$ cat src/rtl/rs_pkg.sv
// rtl/rs_pkg.sv - RS(255,239) code constants and encoder controller state codes
package rs_pkg;

  localparam int RS_N     = 255;
  localparam int RS_K     = 239;
  localparam int RS_NPAR  = 16;
  localparam int RS_SYM_W = 8;
  localparam int RS_FLUSH = 2;

  localparam logic [1:0] ST_IDLE  = 2'd0;
  localparam logic [1:0] ST_MSG   = 2'd1;
  localparam logic [1:0] ST_FLUSH = 2'd2;
  localparam logic [1:0] ST_PAR   = 2'd3;

endpackage

$ cat src/rtl/rs_enc_ctrl.sv
// rtl/rs_enc_ctrl.sv - sequencing controller for the RS(255,239) parity LFSR
// Passes message symbols through, drains the stage pipeline, then shifts parity out of r_15.
module rs_enc_ctrl
  import rs_pkg::*;
#(
  parameter int K     = RS_K,
  parameter int NPAR  = RS_NPAR,
  parameter int FLUSH = RS_FLUSH
) (
  input  logic       clk,
  input  logic       rst,
  input  logic       s_valid,
  output logic       s_ready,
  input  logic [7:0] s_data,
  input  logic       s_last,
  output logic       m_valid,
  input  logic       m_ready,
  output logic [7:0] m_data,
  output logic       m_last,
  output logic [7:0] msg_data,
  output logic       fb_en,
  output logic       dp_en,
  output logic       lfsr_clr,
  input  logic [7:0] par_in,
  output logic       err_len
);

  localparam logic [7:0] K_LAST = 8'(K - 1);
  localparam logic [7:0] P_LAST = 8'(NPAR - 1);
  localparam logic [7:0] F_LAST = 8'(FLUSH - 1);

  logic [1:0] state_q, state_d;
  logic [7:0] cnt_q, cnt_d;
  logic       clr_q, clr_d;
  logic       err_q, err_d;
  logic       m_valid_q, m_valid_d;
  logic       m_last_q, m_last_d;
  logic [7:0] m_data_q, m_data_d;
  logic       slot_free, accept, par_load;

  always_comb begin
    slot_free = !m_valid_q || m_ready;
    accept    = (state_q == ST_MSG) && s_valid && slot_free;
    par_load  = (state_q == ST_PAR) && slot_free;
    s_ready   = (state_q == ST_MSG) && slot_free;
    fb_en     = accept;
    msg_data  = accept ? s_data : 8'h00;
    // FLUSH clocks the stages unconditionally; everything else only moves on a handshake
    dp_en     = accept || par_load || (state_q == ST_FLUSH);
  end

  always_comb begin
    state_d   = state_q;
    cnt_d     = cnt_q;
    clr_d     = 1'b0;
    err_d     = err_q;
    m_valid_d = m_valid_q;
    m_last_d  = m_last_q;
    m_data_d  = m_data_q;

    case (state_q)
      ST_IDLE: begin
        cnt_d = 8'd0;
        if (clr_q) state_d = ST_MSG;
        else       clr_d   = 1'b1;
      end
      ST_MSG: begin
        if (accept) begin
          if (s_last != (cnt_q == K_LAST)) err_d = 1'b1;
          if (cnt_q == K_LAST) begin
            state_d = ST_FLUSH;
            cnt_d   = 8'd0;
          end else begin
            cnt_d = cnt_q + 8'd1;
          end
        end
      end
      ST_FLUSH: begin
        if (cnt_q == F_LAST) begin
          state_d = ST_PAR;
          cnt_d   = 8'd0;
        end else begin
          cnt_d = cnt_q + 8'd1;
        end
      end
      default: begin
        if (par_load) begin
          if (cnt_q == P_LAST) begin
            // Enter IDLE with the clear already armed so back-to-back codewords lose one cycle only
            state_d = ST_IDLE;
            cnt_d   = 8'd0;
            clr_d   = 1'b1;
          end else begin
            cnt_d = cnt_q + 8'd1;
          end
        end
      end
    endcase

    if (accept) begin
      m_data_d  = s_data;
      m_valid_d = 1'b1;
      m_last_d  = 1'b0;
    end else if (par_load) begin
      m_data_d  = par_in;
      m_valid_d = 1'b1;
      m_last_d  = (cnt_q == P_LAST);
    end else if (m_ready) begin
      m_valid_d = 1'b0;
      m_last_d  = 1'b0;
    end
  end

  always_ff @(posedge clk) begin
    if (!rst) begin
      state_q   <= ST_IDLE;
      cnt_q     <= 8'd0;
      clr_q     <= 1'b0;
      err_q     <= 1'b0;
      m_valid_q <= 1'b0;
      m_last_q  <= 1'b0;
      m_data_q  <= 8'h00;
    end else begin
      state_q   <= state_d;
      cnt_q     <= cnt_d;
      clr_q     <= clr_d;
      err_q     <= err_d;
      m_valid_q <= m_valid_d;
      m_last_q  <= m_last_d;
      m_data_q  <= m_data_d;
    end
  end

  assign m_valid  = m_valid_q;
  assign m_data   = m_data_q;
  assign m_last   = m_last_q;
  assign lfsr_clr = clr_q;
  assign err_len  = err_q;

endmodule

$ cat config.mk
export PLATFORM = sky130hd
export DESIGN_NAME = rs_enc_ctrl
export DESIGN_NICKNAME = d
export VERILOG_FILES = /design/src/rtl/rs_pkg.sv /design/src/rtl/rs_enc_ctrl.sv
export SDC_FILE = /design/constraint.sdc
export NUM_CORES = 1
export LEC_CHECK = 0
export BUFFER_PORTS_ARGS = -buffer_cell sky130_fd_sc_hd__buf_2
export CORE_UTILIZATION = 49
export CTS_CLUSTER_SIZE = 10
export DETAILED_ROUTE_END_ITERATION = 10
export PLACE_DENSITY = 0.77
export SLEW_MARGIN = 10
export SYNTH_ARGS = -nofsm -noshare
export SYNTH_HDL_FRONTEND = slang
export SYNTH_SLANG_ARGS = --single-unit
$ cat constraint.sdc
create_clock -name clk -period 2.59 [get_ports clk]
set_clock_uncertainty 0.05 [all_clocks]
set_input_delay 0.3885 -clock clk [delete_from_list [all_inputs] [get_ports clk]]
set_output_delay 0.3885 -clock clk [all_outputs]
set_load 0.02 [all_outputs]
==> results of run 1 <==
[cell usage in the layout (no fill, tap or decap)]
cell,Yosys,final
buf_2,0,43
dfxtp_1,22,22
nor2_1,21,21
nand2_1,15,15
and2_1,11,11
nand3_1,10,10
a311oi_1,8,8
ha_1,8,8
inv_1,6,6
xor2_1,5,5
o21ai_0,4,4
nand2b_1,3,3
and3_1,3,3
mux2i_1,3,3
clkbuf_4,0,3
buf_4,0,3
nand3b_1,2,2
a211oi_1,2,2
nand4_1,2,2
o211ai_1,2,2
and4_1,2,2
a31oi_1,1,1
nor4_2,1,1
a21boi_2,1,1
and4b_1,1,1
a22o_1,1,1
o311ai_2,1,1
o2111ai_1,1,1
nor3_1,1,1
or2_2,1,1
nor4_1,1,1
o32ai_1,1,1
or3_1,1,1
o31ai_1,1,1
or3_4,1,1
xnor2_1,1,1
a21oi_1,1,1
bufinv_16,0,1
[cell families (layout without fill, tap and decap cells)]
| group | after synthesis | count (layout) | synth area share, % |
|---|---|---|---|
| adders and majority gates | 8 | 8 | 7.95 |
| buffers and inverters | 13 | 56 | 3.88 |
| DFF | 22 | 22 | 35.0 |
| and+or+nand+nor | 76 | 76 | 31.3 |
| AOI/OAI and AO/OA | 24 | 24 | 15.3 |
| muxes | 3 | 3 | 2.39 |
| xor gates and xnor gates | 6 | 6 | 4.17 |
[worst max path at each step]
stage,depth (start not counted),startpoint,slack [ns],endpoint
after global placement,7,state_q[1]$_SDFFE_PN0P_,0.64,cnt_q[1]$_SDFFE_PN0P_
after global routing,7,state_q[1]$_SDFFE_PN0P_,0.18,msg_data[0]
after floorplan,7,state_q[1]$_SDFFE_PN0P_,0.37,msg_data[0]
final,6,state_q[0]$_SDFFE_PN0P_,0.30,msg_data[4]
after CTS,7,state_q[1]$_SDFFE_PN0P_,0.26,msg_data[4]
after detailed placement,7,state_q[1]$_SDFFE_PN0P_,0.50,cnt_q[3]$_SDFFE_PN0P_
[sequential cells by signal, summed over array words and instances, names as in the netlist]
signal / count
m_data: 8
m_valid: 1
cnt_q: 8
m_last: 1
state_q: 2
lfsr_clr: 1
err_len: 1
[worst reg2reg max path: cells and delay by family (launching register included)]
kind            cells  cell delay, ns
fa+ha+maj           1            0.24
flops               1            0.42
buf+inv             1            0.09
compound gates      2            0.81
simple gates        3            0.41
[cell type report]
| type | instances | area, um^2 | share of cell area, % |
|---|---|---|---|
| timing repair buffer | 46 | 238 | 15.2 |
| inverter | 6 | 22.5 | 1.44 |
| tap | 30 | 37.5 | 2.41 |
| clock buffer | 3 | 22.5 | 1.44 |
| sequential | 22 | 440 | 28.2 |
| multi-input combinational | 117 | 769 | 49.3 |
| clock inverter | 1 | 30.0 | 1.92 |
[per-stage QoR]
| stage | power (mW) | instances |
|---|---|---|
| final | 1.42 | 225 |
| after global routing | 1.51 | 225 |
| after global placement | 1.13 | 221 |
| after CTS | 1.42 | 225 |
| after detailed placement | 1.15 | 221 |
| after floorplan | 0.970 | 152 |
[power by group]
| group | leakage, nW | switching [mW] | internal [mW] |
|---|---|---|---|
| sequential | 0.179 | 0.0454 | 0.397 |
| combinational | 0.514 | 0.435 | 0.270 |
| clock | 0.0279 | 0.112 | 0.157 |
| total | 0.720 | 0.593 | 0.823 |
[layer usage]
metal	global-route usage, %	part of all wire (%)
met5	0	0
met4	11.0	1.1
met3	3.77	7.3
met2	39.2	49
met1	26.5	42
==> results_dict.tcl, run 1 <==
set metrics [dict create \
    io_buffers 43 \
    pre_cts_slack_ns 0.502 \
    die_x_um 52.7 \
    dpl_cell_area_um2 1510 \
    drive_above_1_share_pct 28.2 \
    die_h_um 52.7 \
    r2r_slack_ns 0.45 \
    synth_fp_nets 181 \
    fp-row-count 18 \
    wirelength_mm 2.96 \
    antenna_found_initial 0 \
    cts_tree "built" \
    clk_latency_ns 0.32 \
    final_nets 225 \
    r2r_end "cnt_q[3]$_SDFFE_PN0P_" \
    cpPeakStageDelay_ns 0.44 \
    synth_cell_types 35 \
    crit_buf_inv 2 \
    status "complete, no violations" \
    syn_inst 152 \
    netlist.area_leader.share_pct 35.0 \
    post_cts_buffers 0 \
    numCtsBuffers 3 \
    cp_slowest_cell "dfxtp_1" \
    cp-start-kind "flip-flop" \
    synthToLayoutAreaGrowth_pct 24.0 \
    end_kind "primary output" \
    yosys.area.top_type "dfxtp_1" \
    io_pins 44 \
    die_area_um2 2780 \
    fin_crit_sh_pct 88.5 \
    final_util_pct 63.6 \
    timing.rr.start "state_q[1]$_SDFFE_PN0P_" \
    relSlewSlack_pct 67.4 \
    finalHoldViolCount 0 \
    r2r_cells 7 \
    cts-root-buf "clkbuf_4" \
    period_minus_slack_ns 2.29 \
    yosysSeqAreaShare_pct 35.0 \
    cts_buffer_depth 2 \
    worst-setup-path-type "reg -> out" \
    hold_path_end "m_data[0]$_SDFFE_PN0P_" \
    holdBufCountCts 0 \
    hold_depth 3 \
    synth.most_common_cell "dfxtp_1" \
    fp.coreArea_um2 2450 \
    clk_pin_slew_worst_paths_ns 0.13 \
    grt_max_degree 18 \
    firstDrtPassIters 4 \
    path_max_fanout 11 \
    vias 1260 \
    rsz0062_at_grt "no" \
    power.density_nw_per_um2 908 \
    via_per_inst 5.60 \
    irDropWorstVdd_mv 0.642 \
    hold_ws_ns 0.295 \
    synth_flop_cell "dfxtp_1" \
    p_leak_nw 0.720 \
    synthTopCellsByCount "22 x dfxtp_1, 21 x nor2_1, 15 x nand2_1, 11 x and2_1, 10 x nand3_1" \
    grt_first_pass_wirelength_mm 4.66 \
    fmax_mhz 436 \
    arrival_ns 1.85 \
    yosysWarnings 0 \
    htreeDepth 1 \
    drc 0 \
    routabilityCongestion 0.872 \
    slew_viol_final 0 \
    n_fill_cell 214 \
    grt_use_total_pct 22.6 \
    cts_resized 0 \
    hold_start "s_data[0]" \
    maxCapViolations 0 \
    finalWorstSetupSlack_ns 0.298 \
    overflow 0 \
    clock-sinks 22 \
    worst_path_most_repeated_cell "and2_1" \
    worstMarginPinSlew_ns 0.488 \
    crit_chain "ha_1 -> and2_1 -> nand2_1 -> inv_1 -> and2_1 -> buf_2" \
    synth_seq_cells 22 \
    required_ns 2.15 \
    synth_edf_count 0 \
    routedWlPerCell_um 13.2 \
    antenna_left 0 \
    synth.area.top_cells "dfxtp_1 35%, ha_1 8.0%, nor2_1 6.3%, a311oi_1 5.6%, and2_1 5.5%" \
    syn_area_um2 1260 \
    grt_pass1_vias 1119 \
    setup_viol 0 \
    finalSetupTns_ns 0 \
    final_design_area_no_fill_um2 1560 \
    diodes 0 \
    syn_area_per_cell_um2 8.28 \
    crit_family "flip-flops" \
    hpwl_mm 2.22 \
    hold_path.class "in -> reg" \
    drt_iter0_drc 35 \
    async_reset_ff_share_pct 0 \
    start_util_pct 51.3 \
]
Note: power is estimated with default switching activity, not from simulation.
==> run 2, diff against run 1 <==
--- a/config.mk
+++ b/config.mk
@@ -6,10 +6,10 @@
 export NUM_CORES = 1
 export LEC_CHECK = 0
 export BUFFER_PORTS_ARGS = -buffer_cell sky130_fd_sc_hd__buf_2
-export CORE_UTILIZATION = 49
+export CORE_UTILIZATION = 44
 export CTS_CLUSTER_SIZE = 10
 export DETAILED_ROUTE_END_ITERATION = 10
-export PLACE_DENSITY = 0.77
+export PLACE_DENSITY = 0.73
 export SLEW_MARGIN = 10
 export SYNTH_ARGS = -nofsm -noshare
 export SYNTH_HDL_FRONTEND = slang
==> constraint.sdc (replaced) <==
create_clock -name clk -period 1.95 [get_ports clk]
set_clock_uncertainty 0.05 [all_clocks]
set_input_delay 0.2925 -clock clk [delete_from_list [all_inputs] [get_ports clk]]
set_output_delay 0.2925 -clock clk [all_outputs]
set_load 0.02 [all_outputs]
==> results_dict.tcl, run 2 (synthesized netlist as in run 1, its figures left out) <==
set metrics [dict create \
    cp-start-kind "flip-flop" \
    p_sw_share_pct 43.2 \
    timing.rr.start "state_q[0]$_SDFFE_PN0P_" \
    grt_pass1_vias 1296 \
    synthToLayoutAreaGrowth_pct 35.0 \
    cts_tree "built" \
    io_pins 44 \
    seq_area_um2 447 \
    fmax_mhz 532 \
    numCtsBuffers 3 \
    maxCapViolations 0 \
    fin_crit_sh_pct 96.3 \
    routabilityCongestion 0.809 \
    slew_viol_final 0 \
    p_leak_nw 0.782 \
    power.switching_mw 0.878 \
    die_x_um 55.5 \
    multi_input_area_um2 818 \
    htreeDepth 1 \
    drive_above_1_share_pct 38.3 \
    clk_pin_slew_worst_paths_ns 0.13 \
    seqPwrFrac_pct 29.7 \
    path_max_fanout 5 \
    final_cell_mix "41 x buf_2, 19 x nor2_1, 19 x dfxtp_1" \
    routedWlPerCell_um 13.8 \
    fp.coreArea_um2 2730 \
    via_per_inst 5.53 \
    final_common_cell "buf_2" \
    final_cells 237 \
    status "complete, no violations" \
    internal_power_mw 1.15 \
    finalHoldViolCount 0 \
    period_minus_slack_ns 1.88 \
    power_mw 2.03 \
    holdBufCountCts 0 \
    final_nets 236 \
    required_ns 1.61 \
    comb_power_share_pct 57.7 \
    arrival_ns 1.54 \
    die_area_um2 3080 \
    wirelength_mm 3.28 \
    antenna_found_initial 0 \
    overflow 0 \
    hold_start "par_in[6]" \
    grt_first_pass_wirelength_mm 5.30 \
    power.density_nw_per_um2 1190 \
    start_util_pct 46.0 \
    drc 0 \
    place_inst 226 \
    hold_path.class "in -> reg" \
    relSlewSlack_pct 70.7 \
    irDropWorstVdd_mv 0.958 \
    end_kind "primary output" \
    pre_cts_slack_ns -0.0690 \
    grt_max_degree 17 \
    pwr-share-clk_pct 12.6 \
    fp-row-count 19 \
    worst-setup-path-type "reg -> out" \
    diodes 0 \
    n_fill_cell 233 \
    clk_latency_ns 0.31 \
    clock-sinks 22 \
    grt_use_total_pct 21.2 \
    setup_viol 0 \
    drt_iter0_drc 54 \
    die_h_um 55.5 \
    antenna_left 0 \
    finalWorstSetupSlack_ns 0.0713 \
    worstMarginPinSlew_ns 0.440 \
    worstSetupStartpoint "state_q[1]$_SDFFE_PN0P_" \
    vias 1310 \
    hpwl_mm 2.33 \
    firstDrtPassIters 4 \
    cts_buffer_depth 2 \
    io_buffers 43 \
    cts-root-buf "clkbuf_4" \
]
==> run 2: through the flow <==
stage | setup TNS (ns) | hold slack, ns | cell area, um^2 | utilization, %
2_1_floorplan | 0 | 0.364 | 1260 | -
3_3_place_gp | 0 | 0.399 | 1540 | 56.3
3_5_place_dp | -0.378 | 0.417 | 1540 | 56.3
4_1_cts | 0 | 0.203 | 1650 | 60.3
5_1_grt | -0.164 | 0.215 | 1700 | 62.2
6_report | 0 | 0.202 | 1700 | 62.2
==> run 2: what timing repair did <==
action	CTS	global route
setup endpoints to repair	16	18
resized for setup	10	13
cloned	1	0
pin swaps	0	4
buffers inserted	5	1
hold endpoints to repair	0	0
==> run 2: layout make-up <==
class                           count  area share, %
Sequential cell                    22           26.3
Tap cell                           31           2.28
Timing Repair Buffer               56           19.4
Clock buffer                        4           2.14
Multi-Input combinational cell    117           48.2
Timing Repair inverter              1          0.442
Inverter                            6           1.33
==> run 2: worst max-delay path, cell delays in order, from the launching register on <==
cell and delay (ns):
dfxtp_2 0.37, inv_2 0.06, ha_4 0.17, and2_4 0.15
nand2_4 0.09, clkinvlp_4 0.11, and2_4 0.17, buf_6 0.12
==> run 2: power groups by stage <==
| stage | sequential, mW | combinational (mW) | clock [mW] |
|---|---|---|---|
| after global placement | 0.592 | 0.960 | 0 |
| after floorplan | 0.642 | 0.650 | 0 |
| final | 0.602 | 1.17 | 0.256 |
| after CTS | 0.592 | 1.09 | 0.259 |
| after global routing | 0.613 | 1.27 | 0.276 |
| after detailed placement | 0.599 | 0.983 | 0 |
==> run 2: per-layer routing <==
layer | up-vias | routed length (um) | GRT usage [%]
met3 | 2 | 125 | 3.04
met4 | 0 | 13 | 5.71
li1 | 645 | - | -
met1 | 623 | 1450 | 24.4
met5 | - | 0 | 0
met2 | 40 | 1700 | 40.3
==> run 2: path summary, 6_finish.rpt <==
| path | slack, ns | to | cells after the start |
|---|---|---|---|
| worst min-delay path | 0.20 | m_data[6]$_SDFFE_PN0P_ | 3 |
| worst min register to register | 0.44 | err_len$_SDFFE_PN0P_ | 2 |
| worst max register to register | 0.09 | state_q[1]$_SDFFE_PN0P_ | 7 |
| worst max-delay path | 0.07 | msg_data[1] | 7 |
